==> src/rtl/bp_be_dcache_req_arbiter_if.sv <==
// bp_be_dcache_req_arbiter_if: requester-side and LCE-side signals of the D$ miss-port arbiter
interface bp_be_dcache_req_arbiter_if #(
  parameter int num_req_p        = 2,
  parameter int req_width_p      = 64,
  parameter int metadata_width_p = 8
);
  localparam int id_width_lp = (num_req_p > 1) ? $clog2(num_req_p) : 1;
  logic [num_req_p*req_width_p-1:0]      req_i;
  logic [num_req_p-1:0]                  req_v_i;
  logic [num_req_p-1:0]                  req_ready_o;
  logic [num_req_p*metadata_width_p-1:0] metadata_i;
  logic [num_req_p-1:0]                  metadata_v_i;
  logic [num_req_p-1:0]                  complete_o;
  logic [req_width_p-1:0]                cache_req_o;
  logic                                  cache_req_v_o;
  logic                                  cache_req_ready_i;
  logic [metadata_width_p-1:0]           cache_req_metadata_o;
  logic                                  cache_req_metadata_v_o;
  logic                                  cache_req_complete_i;
  logic                                  busy_o;
  logic [id_width_lp-1:0]                grant_id_o;
  modport slave (
    input  req_i, req_v_i, metadata_i, metadata_v_i, cache_req_ready_i, cache_req_complete_i,
    output req_ready_o, complete_o, cache_req_o, cache_req_v_o, cache_req_metadata_o,
           cache_req_metadata_v_o, busy_o, grant_id_o
  );
  modport master (
    output req_i, req_v_i, metadata_i, metadata_v_i, cache_req_ready_i, cache_req_complete_i,
    input  req_ready_o, complete_o, cache_req_o, cache_req_v_o, cache_req_metadata_o,
           cache_req_metadata_v_o, busy_o, grant_id_o
  );
endinterface

==> src/rtl/bp_be_dcache_req_arbiter.sv <==
// bp_be_dcache_req_arbiter: round-robin sharing of the BE D$ miss port, grant held until LCE completion
module bp_be_dcache_req_arbiter #(
  parameter int num_req_p        = 2,
  parameter int req_width_p      = 64,
  parameter int metadata_width_p = 8,
  localparam int id_width_lp     = (num_req_p > 1) ? $clog2(num_req_p) : 1
) (
  input logic clk_i,
  input logic reset_n_i,
  bp_be_dcache_req_arbiter_if.slave bus
);
  typedef enum logic [1:0] {e_idle, e_send, e_meta, e_wait} state_e;
  state_e state_q, state_d;
  logic [id_width_lp-1:0] owner_q, owner_d, rr_q, rr_d, winner, owner_inc;
  logic [req_width_p-1:0] pkt_q, pkt_d;
  logic cache_req_v_q, cache_req_v_d, busy_q, busy_d;
  logic any_v, meta_v, in_meta, done;
  // highest priority at rr_q; scanning downward lets the nearest valid requester win
  always_comb begin
    winner = '0;
    any_v = 1'b0;
    for (int k = num_req_p - 1; k >= 0; k--) begin
      if (bus.req_v_i[(int'(rr_q) + k) % num_req_p]) begin
        winner = id_width_lp'((int'(rr_q) + k) % num_req_p);
        any_v = 1'b1;
      end
    end
  end
  assign owner_inc = (owner_q == id_width_lp'(num_req_p - 1)) ? '0 : owner_q + 1'b1;
  assign meta_v = bus.metadata_v_i[owner_q];
  assign in_meta = state_q == e_meta;
  assign done = bus.cache_req_complete_i && (state_q == e_wait || (in_meta && meta_v));
  assign bus.req_ready_o = (reset_n_i && state_q == e_idle && any_v) ? num_req_p'(1) << winner : '0;
  assign bus.complete_o = done ? num_req_p'(1) << owner_q : '0;
  assign bus.cache_req_metadata_o = in_meta ? bus.metadata_i[owner_q*metadata_width_p +: metadata_width_p] : '0;
  assign bus.cache_req_metadata_v_o = in_meta && meta_v;
  assign bus.cache_req_o = pkt_q;
  assign bus.cache_req_v_o = cache_req_v_q;
  assign bus.busy_o = busy_q;
  assign bus.grant_id_o = owner_q;
  always_comb begin
    state_d = state_q;
    owner_d = owner_q;
    pkt_d = pkt_q;
    rr_d = done ? owner_inc : rr_q;
    case (state_q)
      e_idle: if (any_v) begin
        state_d = e_send;
        owner_d = winner;
        pkt_d = bus.req_i[winner*req_width_p +: req_width_p];
      end
      e_send: if (bus.cache_req_ready_i) state_d = e_meta;
      e_meta: if (meta_v) state_d = bus.cache_req_complete_i ? e_idle : e_wait;
      default: if (bus.cache_req_complete_i) state_d = e_idle;
    endcase
    cache_req_v_d = state_d == e_send;
    busy_d = state_d != e_idle;
  end
  always_ff @(posedge clk_i or negedge reset_n_i) begin
    if (!reset_n_i) begin
      state_q <= e_idle;
      owner_q <= '0;
      rr_q <= '0;
      pkt_q <= '0;
      cache_req_v_q <= 1'b0;
      busy_q <= 1'b0;
    end else begin
      state_q <= state_d;
      owner_q <= owner_d;
      rr_q <= rr_d;
      pkt_q <= pkt_d;
      cache_req_v_q <= cache_req_v_d;
      busy_q <= busy_d;
    end
  end
  assert property (@(posedge clk_i) disable iff (!reset_n_i)
    bus.cache_req_complete_i |-> (state_q == e_wait || (in_meta && meta_v)))
    else $error("cache_req_complete_i outside a completable transaction");
  for (genvar i = 0; i < num_req_p; i++) begin : g_hold
    assert property (@(posedge clk_i) disable iff (!reset_n_i)
      (bus.req_v_i[i] && !bus.req_ready_o[i]) |=>
        (bus.req_v_i[i] && $stable(bus.req_i[i*req_width_p +: req_width_p])))
      else $error("requester %0d changed its pending request", i);
  end
endmodule

==> src/flat_wrapper.sv <==
// flat-port wrapper written by rule: the top's interface ports become plain ports
module bp_be_dcache_req_arbiter_flat 
#(
  parameter int num_req_p        = 2,
  parameter int req_width_p      = 64,
  parameter int metadata_width_p = 8,
  localparam int id_width_lp     = (num_req_p > 1) ? $clog2(num_req_p) : 1
)
  (clk_i, reset_n_i, bus_req_i, bus_req_v_i, bus_metadata_i, bus_metadata_v_i, bus_cache_req_ready_i, bus_cache_req_complete_i, bus_req_ready_o, bus_complete_o, bus_cache_req_o, bus_cache_req_v_o, bus_cache_req_metadata_o, bus_cache_req_metadata_v_o, bus_busy_o, bus_grant_id_o);
  bp_be_dcache_req_arbiter_if #(.num_req_p(num_req_p), .req_width_p(req_width_p), .metadata_width_p(metadata_width_p)) bus_i ();
  input logic clk_i;
  input logic reset_n_i;
  input wire logic [$bits(bus_i.req_i)-1:0] bus_req_i;
  input wire logic [$bits(bus_i.req_v_i)-1:0] bus_req_v_i;
  input wire logic [$bits(bus_i.metadata_i)-1:0] bus_metadata_i;
  input wire logic [$bits(bus_i.metadata_v_i)-1:0] bus_metadata_v_i;
  input wire logic [$bits(bus_i.cache_req_ready_i)-1:0] bus_cache_req_ready_i;
  input wire logic [$bits(bus_i.cache_req_complete_i)-1:0] bus_cache_req_complete_i;
  output wire logic [$bits(bus_i.req_ready_o)-1:0] bus_req_ready_o;
  output wire logic [$bits(bus_i.complete_o)-1:0] bus_complete_o;
  output wire logic [$bits(bus_i.cache_req_o)-1:0] bus_cache_req_o;
  output wire logic [$bits(bus_i.cache_req_v_o)-1:0] bus_cache_req_v_o;
  output wire logic [$bits(bus_i.cache_req_metadata_o)-1:0] bus_cache_req_metadata_o;
  output wire logic [$bits(bus_i.cache_req_metadata_v_o)-1:0] bus_cache_req_metadata_v_o;
  output wire logic [$bits(bus_i.busy_o)-1:0] bus_busy_o;
  output wire logic [$bits(bus_i.grant_id_o)-1:0] bus_grant_id_o;
  assign bus_i.req_i = bus_req_i;
  assign bus_i.req_v_i = bus_req_v_i;
  assign bus_i.metadata_i = bus_metadata_i;
  assign bus_i.metadata_v_i = bus_metadata_v_i;
  assign bus_i.cache_req_ready_i = bus_cache_req_ready_i;
  assign bus_i.cache_req_complete_i = bus_cache_req_complete_i;
  assign bus_req_ready_o = bus_i.req_ready_o;
  assign bus_complete_o = bus_i.complete_o;
  assign bus_cache_req_o = bus_i.cache_req_o;
  assign bus_cache_req_v_o = bus_i.cache_req_v_o;
  assign bus_cache_req_metadata_o = bus_i.cache_req_metadata_o;
  assign bus_cache_req_metadata_v_o = bus_i.cache_req_metadata_v_o;
  assign bus_busy_o = bus_i.busy_o;
  assign bus_grant_id_o = bus_i.grant_id_o;
  bp_be_dcache_req_arbiter #(.num_req_p(num_req_p), .req_width_p(req_width_p), .metadata_width_p(metadata_width_p)) u_core (.clk_i(clk_i), .reset_n_i(reset_n_i), .bus(bus_i));
endmodule
==> config.mk <==
export PLATFORM = sky130hd
export DESIGN_NAME = bp_be_dcache_req_arbiter_flat
export DESIGN_NICKNAME = d
export VERILOG_FILES = /design/src/rtl/bp_be_dcache_req_arbiter_if.sv /design/src/rtl/bp_be_dcache_req_arbiter.sv /design/src/flat_wrapper.sv
export SDC_FILE = /design/constraint.sdc
export NUM_CORES = 1
export LEC_CHECK = 0
export BUFFER_PORTS_ARGS = -buffer_cell sky130_fd_sc_hd__buf_2
export CAP_MARGIN = 20
export CORE_MARGIN = 4
export CORE_UTILIZATION = 30
export DETAILED_ROUTE_END_ITERATION = 12
export GPL_TIMING_DRIVEN = 0
export HOLD_SLACK_MARGIN = 0.15
export SYNTH_ARGS = -nofsm -noshare
export SYNTH_HDL_FRONTEND = slang
export SYNTH_SLANG_ARGS = --single-unit
export TNS_END_PERCENT = 100
==> constraint.sdc <==
create_clock -name clk_i -period 1.3 [get_ports clk_i]
set_clock_uncertainty 0.15 [all_clocks]
set_input_delay 0.065 -clock clk_i [delete_from_list [all_inputs] [get_ports clk_i]]
set_output_delay 0.065 -clock clk_i [all_outputs]
set_load 0.005 [all_outputs]
# ---- After elaboration in Yosys (flattened, before gate mapping)
# Cells that the tools add are included.
dict set report word_totals {
  out_inout_bits 80
  ff_bits 70
  inputBits 152
}
dict set report classes {
  n_shift 4
  n_reduce_logical 8
  bitwise 1
  n_lt_le_gt_ge 3
  muxes 21
  n_addsub 2
  n_eq_ne 4
}
# cell n
set ops {}
lappend ops {{variable part select 128 x 8 -> 64 bit} 1}
lappend ops {{variable part select 16 x 5 -> 8 bit} 1}
lappend ops {{two-way mux 2 bit} 7}
lappend ops {{two-way mux 1 bit} 12}
lappend ops {{two-way mux 8 bit} 1}
lappend ops {{case mux 2 bit (3 select lines)} 1}
lappend ops {{== test 2 x 1 -> 1 bit, second input constant} 2}
lappend ops {{== test 2 bit, second input constant} 2}
lappend ops {{logical AND 1 bit} 4}
lappend ops {{less-than comparator 1 x 2 -> 1 bit, second input constant} 2}
lappend ops {{<< shifter 1 x 1 -> 2 bit, first input constant} 2}
lappend ops {{less-than comparator 2 x 3 -> 1 bit, second input constant} 1}
lappend ops {{adder 1 bit, second input constant} 2}
lappend ops {{logical NOT 2 bit} 1}
lappend ops {{AND reduction 2 bit} 1}
lappend ops {{nonzero test 2 bit} 1}
lappend ops {{AND 1 bit, first input constant} 1}
lappend ops {{logical OR 1 bit} 1}

# ---- Depth between registers and ports, before layout
dict set report logic_depth {
  depth_word 10
  ltp_mapped 6
  depth_no_buf 3
}

# ---- Least setup slack after synthesis
# Ideal clock, no wire load.
dict set report synth_timing {
  kind {flip-flop to flip-flop}
  from {reg u_core.state_q[0]}
  to {reg u_core.pkt_q[32] (netlist: u_core.bus.cache_req_o[32])}
  arrival_time_ns 1.127
  required_ns 1.018
  path_buffers 3
  synth_period_minus_slack_ns 1.409
  slack_ns -0.109
  stages_incl_launch_ff 7
  path_cell_list {dfrtp_1 buf_2 nor2_4 and2_4 buf_6 buf_6 a31oi_2}
}
dict set report synth_via {
  elab_chain_len 2
}
# element line
set synth_lines {}
lappend synth_lines {{start: declaration} bp_be_dcache_req_arbiter.sv:13} ;# state_e state_q, state_d;
lappend synth_lines {{start signal: assignment} bp_be_dcache_req_arbiter.sv:61} ;# state_q <= e_idle;
lappend synth_lines {{start signal: assignment} bp_be_dcache_req_arbiter.sv:68} ;# state_q <= state_d;
lappend synth_lines {{logical NOT 2 bit} bp_be_dcache_req_arbiter.sv:46} ;# case (state_q)
lappend synth_lines {{AND reduction 2 bit (no line)} --}
lappend synth_lines {{end signal: assignment} bp_be_dcache_req_arbiter.sv:71} ;# pkt_q <= pkt_d;
lappend synth_lines {{end: declaration} bp_be_dcache_req_arbiter.sv:15} ;# logic [req_width_p-1:0] pkt_q, pkt_d;
# Every way passes these cells.
# A chain may end at the register's enable or synchronous reset.

# ---- Worst setup path after layout
dict set report layout_timing {
  from {reg u_core.state_q[1]}
  to {reg u_core.pkt_q[46] (netlist: u_core.bus.cache_req_o[46])}
}
# The elaborated chain is that of the path after synthesis.

==> impl_metrics.py <==
metrics = {
    "status": {
        "status": "finished, violations left",
        "violations": "negative hold slack, negative setup slack",
    },
    "setup_path": {
        "path_buf_inv": 4,
        "slowest_stage": "dfrtp_2",
        "r2r_cells": 7,
        "endpoint_kind": "flop",
        "cp_slowest_stage_delay_ns": 0.42,
        "path_depth": 7,
        "r2r-end": "u_core.bus.cache_req_o[46]",
        "r2r-start": "u_core.state_q[1]",
        "rrSetupSlack_ns": -0.33,
        "cpMostUsedCell": "buf_12",
        "path_cells": "nor2_4, buf_6, and2_4, buf_12, buf_12, buf_16, a31oi_2",
        "crit_type": "reg -> reg",
        "worst_ep_required_time_ns": 1.35,
        "arrival_ns": 1.68,
        "crit_fanout": 9,
        "start_kind": "flop",
        "cp_top_family": "buffers and inverters",
    },
    "final_layout": {
        "area_growth_syn_to_layout_pct": 103.5,
        "nFillCells": 991,
        "fin_util": 0.6257,
        "diodes": 0,
        "design_area_mm2": 0.007928,
        "nNetsFinal": 992,
        "post_route_cells_drive_above_1_share": 0.4544,
    },
    "die": {
        "dieArea_mm2": 0.01487,
        "die_x_um": 122.0,
        "core_area_mm2": 0.01267,
        "initial_utilization": 0.3075,
        "die_h_um": 122.0,
        "io_pins": 232,
        "row_count": 41,
    },
    "global_routing": {
        "antenna_found_initial": 0,
        "groute.usage.overall": 0.2340,
        "grt_max_degree": 44,
        "grt_first_pass_wirelength_mm": 27.41,
        "gr-total-overflow": 0,
        "grt_pass1_vias": 5377,
    },
    "detailed_routing": {
        "wl_mm": 18.68,
        "drc": 0,
        "ant_nets": 0,
        "vias_per_cell": 5.191,
        "vias": 5279,
        "firstDrtPassIters": 5,
        "drt_iter0_markers": 358,
        "wire_per_inst_um": 18.36,
    },
    "sta": {
        "drv_slew": 0,
        "post-route-min-period_ns": 1.630,
        "worst_pin_slew_ns": 0.5582,
        "max_clock_freq_mhz": 613.4,
        "setup_slack_ns": -0.3302,
        "fin_setup_tns_ns": -20.07,
        "setup_viol": 82,
        "hold_viol_final": 71,
        "maxSlewHeadroom": 0.6279,
        "holdWs_ns": -0.4837,
        "grt_setup_unrepaired": "yes",
        "fin_crit_sh": 1.254,
    },
    "cts": {
        "insertion_delay_ns": 0.32,
        "clock_sinks": 70,
        "htreeDepth": 3,
        "cts.clk_slew.worst_paths_ns": 0.06,
        "clk_path_buf_depth": 2,
        "cts-buffers-inserted": 9,
        "cts-root-buf": "clkbuf_16",
        "cts_tree": "yes",
    },
    "placement": {
        "io_buffer_count": 231,
        "dpl.hpwl_mm": 10.98,
        "gp_congestion": 0.8286,
        "place_ws_ns": -0.4347,
        "place_area_mm2": 0.005326,
    },
    "logic_synthesis": {
        "synth_common_cells": "70 x dfrtp_1, 65 x a21oi_1, 65 x o21ai_0, 64 x nand3_1, 34 x a31oi_1",
        "synth_edf_count": 0,
        "ys_seq_elements": 70,
        "syn_nets": 581,
        "synth_most_common_cell": "dfrtp_1",
        "yosysTopAreaCell": "dfrtp_1",
        "syn_area_mm2": 0.003896,
        "synth_async_sr_flop_share": 1.000,
        "synth_area_leaders": "dfrtp_1 45%, a31oi_2 9.6%, a21oi_1 8.3%",
        "synth_top_area_frac": 0.4496,
        "syn_inst": 429,
        "avgSynthCellArea_um2": 9.082,
        "synth_flop_cell": "dfrtp_1",
        "synth_cell_types": 30,
        "yosysSeqAreaShare": 0.4496,
        "ys.warnings.count": 0,
    },
    "pwr": {
        "p_per_area_mw_per_mm2": 1930,
        "peakVddDrop_mv": 0.8971,
        "leakage_uw": 0.003497,
    },
    "min_path": {
        "hold_class": "in -> async",
    },
    "run": {
        "drv_cap": 0,
    },
}
[worst register-to-register path: stages (launching register included)]
cell	delay, ns
dfrtp_2	0.42
nor2_4	0.15
buf_6	0.13
and2_4	0.17
buf_12	0.17
buf_12	0.12
buf_16	0.12
a31oi_2	0.08
[cells in the final DEF (no fill, tap or decap), types with 9 or more instances in the layout]
master	n
a21oi_1	65
a31oi_1	28
a31oi_2	21
a31oi_4	15
buf_12	9
buf_2	239
buf_4	22
buf_6	19
clkbuf_1	13
clkbuf_16	13
dfrtp_1	67
dlygate4sd3_1	133
nand3_1	64
nor2_1	10
o21ai_0	49
o21ai_1	11
[layout make-up]
cell class / instances / area [µm²] / share of cell area
buffer: 49 / 434.2 / 0.05477
tap: 172 / 215.2 / 0.02715
clock inverter: 6 / 108.9 / 0.01373
inverter: 3 / 11.26 / 0.001420
multi-input combinational: 303 / 2115 / 0.2667
sequential: 70 / 1755 / 0.2214
timing repair buffer: 404 / 3049 / 0.3846
clock buffer: 10 / 239.0 / 0.03015
[logic make-up (layout without fill, tap and decap cells)]
group                  count (synthesis)  in the layout  share of synthesized area
flip-flops                            70             70                     0.4496
buffers and inverters                 57            472                    0.07675
multiplexers                           9              9                    0.02312
AND/OR/NAND/NOR                       94             95                     0.1227
AO/OA/AOI/OAI                        199            199                     0.3279
[through the flow]
step           cells  power, µW
5_1_grt         1017      16180
3_3_place_gp     832       9463
3_5_place_dp     833       9604
6_report        1017      15300
4_1_cts         1002      14030
2_1_floorplan    429       7239
[flip-flops by register name, indices dropped and copies added, names as in the netlist]
| register | count |
|---|---|
| u_core.rr_q | 1 |
| u_core.bus.busy_o | 1 |
| u_core.bus.cache_req_v_o | 1 |
| u_core.bus.grant_id_o | 1 |
| u_core.bus.cache_req_o | 64 |
| u_core.state_q | 2 |
[how the worst max path moves through the flow]
| stage | start | endpoint | slack (ns) |
|---|---|---|---|
| 2_1_floorplan | u_core.state_q[1] | u_core.bus.cache_req_o[32] | -0.08 |
| 3_3_place_gp | reset_n_i | bus_req_ready_o[1] | -0.80 |
| 3_5_place_dp | u_core.rr_q | u_core.bus.cache_req_o[59] | -0.43 |
| 4_1_cts | u_core.state_q[1] | bus_req_ready_o[0] | -0.38 |
| 5_1_grt | u_core.rr_q | bus_req_ready_o[0] | -0.40 |
| 6_report | u_core.state_q[1] | u_core.bus.cache_req_o[46] | -0.33 |
[timing repair]
item | CTS | global route
gates resized for setup | 57 | 86
cloned | 5 | 4
pin swaps | 12 | 26
hold buffers | 132 | 1
buffers inserted | 18 | 14
endpoints found under the hold margin | 139 | 75
setup endpoints to repair | 80 | 82
[per-layer routing]
layer  share of wire  global-route usage
met1            0.39              0.2793
met2            0.53              0.4285
met4           0.020             0.08053
met5               0                   0
met3           0.064             0.03343
[where the power goes]
part	internal [µW]	leakage [µW]	total (µW)	switching, µW
clock network	1920	0.000172	2900	975
logic	4530	0.00255	8430	3910
registers	3300	0.000777	3970	670
total	9750	0.00350	15300	5550
Power figures use the tool's default switching activity.
